## src/rtl/inpr_uart_rx_team1.sv

```systemverilog
// Serial 8N1 receive front end for the INPR input register.
// Deserialises an LSB-first asynchronous line, strobes LD_INPR for one clock per
// good byte, and drops bytes that arrive while FGI still flags an unread byte.
module inpr_uart_rx_team1 #(
    parameter int unsigned CLKS_PER_BIT = 16,
    parameter int unsigned CNT_W        = 8
) (
    input  logic       clk,
    input  logic       RST_n,
    input  logic       rx,
    input  logic       FGI,
    input  logic       clr_err,
    output logic [7:0] out_data,
    output logic       LD_INPR,
    output logic       busy,
    output logic       frame_err,
    output logic       overrun
);

    typedef enum logic [1:0] {StIdle, StStart, StData, StStop} state_t;

    localparam logic [CNT_W-1:0] HALF_M1 = CNT_W'(CLKS_PER_BIT / 2 - 1);
    localparam logic [CNT_W-1:0] FULL_M1 = CNT_W'(CLKS_PER_BIT - 1);
    localparam logic [CNT_W-1:0] CNT_ONE = CNT_W'(1);

    state_t           r_state;
    logic [CNT_W-1:0] r_cnt;
    logic [2:0]       r_idx;
    logic [7:0]       r_shift;
    logic [7:0]       r_out_data;
    logic             r_ld;
    logic             r_frame_err;
    logic             r_overrun;
    logic             r_sync1;
    logic             r_sync2;
    logic             w_rx_s;

    // Two-flop synchroniser; resets to the idle (high) line level.
    always_ff @(posedge clk or negedge RST_n) begin
        if (!RST_n) begin
            r_sync1 <= 1'b1;
            r_sync2 <= 1'b1;
        end else begin
            r_sync1 <= rx;
            r_sync2 <= r_sync1;
        end
    end

    assign w_rx_s = r_sync2;

    // Receive FSM with bit timing, shift register and registered outputs.
    always_ff @(posedge clk or negedge RST_n) begin
        if (!RST_n) begin
            r_state     <= StIdle;
            r_cnt       <= '0;
            r_idx       <= 3'd0;
            r_shift     <= 8'h00;
            r_out_data  <= 8'h00;
            r_ld        <= 1'b0;
            r_frame_err <= 1'b0;
            r_overrun   <= 1'b0;
        end else begin
            r_ld <= 1'b0;
            // Clear first so that an error set later in this block takes priority.
            if (clr_err) begin
                r_frame_err <= 1'b0;
                r_overrun   <= 1'b0;
            end
            case (r_state)
                StIdle: begin
                    r_cnt <= '0;
                    r_idx <= 3'd0;
                    if (!w_rx_s) begin
                        r_state <= StStart;
                    end
                end
                StStart: begin
                    // Half-bit check rejects glitches and aligns later samples to mid-bit.
                    if (r_cnt == HALF_M1) begin
                        r_cnt   <= '0;
                        r_idx   <= 3'd0;
                        r_state <= w_rx_s ? StIdle : StData;
                    end else begin
                        r_cnt <= r_cnt + CNT_ONE;
                    end
                end
                StData: begin
                    if (r_cnt == FULL_M1) begin
                        r_cnt          <= '0;
                        r_shift[r_idx] <= w_rx_s;
                        if (r_idx == 3'd7) begin
                            r_state <= StStop;
                        end else begin
                            r_idx <= r_idx + 3'd1;
                        end
                    end else begin
                        r_cnt <= r_cnt + CNT_ONE;
                    end
                end
                StStop: begin
                    if (r_cnt == FULL_M1) begin
                        r_cnt   <= '0;
                        r_state <= StIdle;
                        if (!w_rx_s) begin
                            r_frame_err <= 1'b1;
                        end else if (FGI) begin
                            r_overrun <= 1'b1;
                        end else begin
                            r_out_data <= r_shift;
                            r_ld       <= 1'b1;
                        end
                    end else begin
                        r_cnt <= r_cnt + CNT_ONE;
                    end
                end
                default: begin
                    r_state <= StIdle;
                end
            endcase
        end
    end

    assign out_data  = r_out_data;
    assign LD_INPR   = r_ld;
    assign busy      = (r_state != StIdle);
    assign frame_err = r_frame_err;
    assign overrun   = r_overrun;

endmodule

```

## config.mk

```make
export PLATFORM = sky130hd
export DESIGN_NAME = inpr_uart_rx_team1
export DESIGN_NICKNAME = d
export VERILOG_FILES = /design/src/rtl/inpr_uart_rx_team1.sv
export SDC_FILE = /design/constraint.sdc
export NUM_CORES = 1
export LEC_CHECK = 0
export CAP_MARGIN = 15
export CORE_MARGIN = 4
export CORE_UTILIZATION = 58
export CTS_BUF_LIST = sky130_fd_sc_hd__clkbuf_8
export DETAILED_ROUTE_END_ITERATION = 10
export HOLD_SLACK_MARGIN = 0.1
export PLACE_DENSITY = 0.85
export SYNTH_ARGS = -nofsm -noshare
export SYNTH_HDL_FRONTEND = slang
export SYNTH_SLANG_ARGS = --single-unit
```

## constraint.sdc

```tcl
create_clock -name clk -period 2.5 [get_ports clk]
set_clock_uncertainty 0.1 [all_clocks]
set_input_delay 0.75 -clock clk [delete_from_list [all_inputs] [get_ports clk]]
set_output_delay 0.75 -clock clk [all_outputs]
set_load 0.01 [all_outputs]
```

==> flow_results.xml <==
<?xml version="1.0" encoding="UTF-8"?>
<metrics>
  <group name="floorplan">
    <metric name="floorplan.rows" unit="">18</metric>
    <metric name="design.portCount" unit="">17</metric>
    <metric name="core_area" unit="µm²">2570</metric>
    <metric name="fp.dieW" unit="µm">60.7</metric>
    <metric name="floorplan.initialDensity" unit="%">62.7</metric>
    <metric name="die-area" unit="µm²">3680</metric>
    <metric name="fp.dieH" unit="µm">60.7</metric>
  </group>
  <group name="logic_synthesis">
    <metric name="async_flop_share" unit="%">100</metric>
    <metric name="synth_top_cell_by_area" unit="">sky130_fd_sc_hd__dfrtp_1</metric>
    <metric name="post-synth-top-count-cell" unit="">sky130_fd_sc_hd__dfrtp_1</metric>
    <metric name="yosys_warnings" unit="">0</metric>
    <metric name="syn_inst_count" unit="">138</metric>
    <metric name="synth_cell_type_count" unit="">36</metric>
    <metric name="synth.yosys.seq_area_share" unit="%">53.0</metric>
    <metric name="fraction_of_synthesized_cell_area_taken_by_the_top_area_cell_type" unit="%">49.7</metric>
    <metric name="synth_area_leaders" unit="">sky130_fd_sc_hd__dfrtp_1, sky130_fd_sc_hd__mux2_4, sky130_fd_sc_hd__mux2_2</metric>
    <metric name="synth_enable_flop_cells" unit="">0</metric>
    <metric name="post_synth_instance_area" unit="µm²">1610</metric>
    <metric name="synth_top_cells_by_count" unit="">sky130_fd_sc_hd__dfrtp_1, sky130_fd_sc_hd__nor2_1, sky130_fd_sc_hd__mux2_4, sky130_fd_sc_hd__nor3_1</metric>
    <metric name="synth_top_flop_cell" unit="">sky130_fd_sc_hd__dfrtp_1</metric>
    <metric name="synth_fp_nets" unit="">146</metric>
    <metric name="number_of_synthesized_register_bits" unit="">34</metric>
    <metric name="post_synth.cell_area_avg" unit="µm²">11.7</metric>
  </group>
  <group name="job">
    <metric name="cap_violations" unit="">0</metric>
  </group>
  <group name="timing">
    <metric name="setup_tns" unit="ns">0</metric>
    <metric name="finalMaxSlewViolations" unit="">0</metric>
    <metric name="worst-slew-pin-transition" unit="ns">0.517</metric>
    <metric name="period_minus_slack" unit="ns">2.29</metric>
    <metric name="finalHoldWorstSlack" unit="ns">0.257</metric>
    <metric name="timing.max_slew.rel_slack" unit="%">65.6</metric>
    <metric name="timing.fmax" unit="MHz">437</metric>
    <metric name="rsz_0062_raised_after_global_routing" unit="">no</metric>
    <metric name="final_min_period_over_clock_period" unit="%">91.5</metric>
    <metric name="timing.final.hold_violations" unit="">0</metric>
    <metric name="final-setup-viol-count" unit="">0</metric>
  </group>
  <group name="setup_path">
    <metric name="capture_instance_of_the_worst_register_to_register_path" unit="">out_data[0]$_DFFE_PN0P_</metric>
    <metric name="crit-reg2reg-launch" unit="">r_cnt[0]$_DFF_PN0_</metric>
    <metric name="critPathRequiredTime" unit="ns">1.65</metric>
    <metric name="crit_type" unit="">reg -&gt; out</metric>
    <metric name="worstPathArrival" unit="ns">1.44</metric>
    <metric name="kind_of_launch_point_of_the_worst_setup_path" unit="">register</metric>
    <metric name="cell_chain_of_the_critical_path" unit="">or2_2 -&gt; clkdlybuf4s50_1</metric>
    <metric name="slowest_delay" unit="ns">0.48</metric>
    <metric name="r2r_slack" unit="ns">0.33</metric>
    <metric name="timing.reg2reg.worst_path_depth" unit="">5</metric>
    <metric name="critical_path.endpoint_type" unit="">output port</metric>
    <metric name="critical_path.max_fanout" unit="">2</metric>
    <metric name="crit_path_top_delay_cell" unit="">sky130_fd_sc_hd__clkdlybuf4s50_1</metric>
  </group>
  <group name="cells_and_area">
    <metric name="fin_cells" unit="">190</metric>
    <metric name="antenna-diode-count" unit="">0</metric>
    <metric name="layout.filler_cells" unit="">182</metric>
    <metric name="finish.net_count" unit="">167</metric>
    <metric name="drive_gt1_share" unit="%">19.4</metric>
    <metric name="area_delta_synth_final" unit="%">17.6</metric>
  </group>
  <group name="clock_network">
    <metric name="cts.htree.levels" unit="">2</metric>
    <metric name="post_cts_repair_timing_setup_buffer_count" unit="">0</metric>
    <metric name="worst_skew_pair.late_latency" unit="ns">0.29</metric>
    <metric name="number_of_buffers_added_by_the_clock_tree_synthesis_step" unit="">5</metric>
    <metric name="tritoncts" unit="">done</metric>
    <metric name="post_cts_hold_buffer_count" unit="">0</metric>
    <metric name="clockRootBuffer" unit="">sky130_fd_sc_hd__clkbuf_8</metric>
    <metric name="clk_pin_slew" unit="ns">0.06</metric>
    <metric name="clockBufferDepth" unit="">2</metric>
    <metric name="cts-resized-gates" unit="">0</metric>
    <metric name="clkSinkCount" unit="">34</metric>
  </group>
  <group name="placement">
    <metric name="place.detailed.instances" unit="">182</metric>
    <metric name="hpwlAfterDp" unit="mm">2.14</metric>
    <metric name="port-buffer-count" unit="">16</metric>
    <metric name="finalWeightedCongestion" unit="">0.878</metric>
  </group>
  <group name="min_path">
    <metric name="min_delay_path_depth" unit="">0</metric>
    <metric name="hold_start" unit="">r_sync1$_DFF_PN1_</metric>
    <metric name="hold_path_class" unit="">reg -&gt; reg</metric>
    <metric name="hold-path-endpoint" unit="">r_sync2$_DFF_PN1_</metric>
  </group>
  <group name="global_route">
    <metric name="overflow" unit="">0</metric>
    <metric name="grt_use_total" unit="%">18.7</metric>
    <metric name="maximum_number_of_pins_on_one_net_before_global_route_repair" unit="">35</metric>
    <metric name="antenna_found_initial" unit="">0</metric>
    <metric name="first_global_vias" unit="">1107</metric>
    <metric name="grt_first_pass_wirelength" unit="mm">4.93</metric>
  </group>
  <group name="route">
    <metric name="dr_total_vias" unit="">1112</metric>
    <metric name="detailed_route_iter0_violations" unit="">41</metric>
    <metric name="routed_wire_length_per_instance" unit="µm">15.9</metric>
    <metric name="final_ant_viol_nets" unit="">0</metric>
    <metric name="vias_per_cell" unit="">5.85</metric>
    <metric name="finalWirelength" unit="mm">3.03</metric>
    <metric name="detail_route.first_pass.iterations" unit="">4</metric>
    <metric name="drc" unit="">0</metric>
  </group>
  <group name="power">
    <metric name="p_leak" unit="µW">0.000853</metric>
    <metric name="max_ir_drop_vdd" unit="V">0.000688</metric>
    <metric name="power.density" unit="nW/µm²">829</metric>
  </group>
  <group name="outcome">
    <metric name="status" unit="">finished clean</metric>
  </group>
</metrics>
[layout make-up]
type | count | area, µm² | share of cell area (%)
flip-flops and latches | 34 | 853 | 45.0
multi-input cells | 95 | 711 | 37.5
repair buffers | 20 | 190 | 10.0
clock buffers | 6 | 82.6 | 4.36
well taps | 30 | 37.5 | 1.98
inverters | 3 | 11.3 | 0.594
clock inverters | 2 | 8.76 | 0.462
[metrics by stage]
stage / utilization (%) / instance area (µm²) / setup slack (ns) / total power (µW)
5_1_grt: 73.8 / 1890 / 0.166 / 1670
6_report: 73.8 / 1890 / 0.212 / 1570
4_1_cts: 73.8 / 1890 / 0.193 / 1580
3_5_place_dp: 70.2 / 1800 / 0.124 / 1160
3_3_place_gp: 70.2 / 1800 / 0.141 / 1140
2_1_floorplan: - / 1610 / 0.360 / 1030
[power breakdown]
| part | internal, µW | switching, µW | total (µW) | leakage (µW) |
|---|---|---|---|---|
| combinational | 208 | 239 | 447 | 0.000352 |
| clock | 218 | 186 | 403 | 0.0000524 |
| sequential | 627 | 93.3 | 720 | 0.000448 |
[worst max path at each step]
stage,slack (ns),end,start
after floorplan,0.36,out_data[0]$_DFFE_PN0P_,r_cnt[0]$_DFF_PN0_
after global placement,0.14,out_data[4]$_DFFE_PN0P_,FGI
after detailed placement,0.12,out_data[0]$_DFFE_PN0P_,FGI
after CTS,0.19,busy,r_state[0]$_DFFE_PN0P_
after global routing,0.17,busy,r_state[0]$_DFFE_PN0P_
final,0.21,busy,r_state[0]$_DFFE_PN0P_
[critical path: cells and delay by family, from the launching register on]
kind,cells,cell delay [ns]
AND/OR/NAND/NOR,1,0.30
buffers and inverters,1,0.48
flip-flops,1,0.37
[registers in the layout (all words and copies together), names as in the netlist, named ones only]
name,cells
r_state,1
r_idx,3
r_shift,8
r_cnt,8
overrun,1
frame_err,1
r_sync1,1
LD_INPR,1
out_data,8
r_sync2,1
[cells by family after synthesis]
kind of cell	share of synthesized area, %
mux	11.0
xor+xnor	3.81
compound gates	7.38
fa+ha+maj	2.33
flops	53.0
simple gates	19.7
buf+inv	2.87
[metal layers]
metal  GRT usage [%]  wire length (µm)  share of wire [%]
met1            23.7              1400                 46
met2            28.1              1390                 46
met3            5.74               143                4.7
met4            11.5                91                3.0
met5               0                 0                  0
[cells in the final DEF (no fill, tap or decap), drive strengths merged, types with 2 or more instances in the layout]
master	instances
clkbuf	6
o31ai	4
nand4b	2
inv	4
ha	3
nand4	5
o22ai	2
nand3	6
clkdlybuf4s50	16
nor3b	3
mux2	13
and2	4
o21ai	6
dfstp	2
nor2	9
buf	4
dfrtp	32
xor2	6
nand2	6
a21oi	3
and3	3
a31oi	2
nand2b	2
nor3	8
Power figures use the tool's default switching activity.
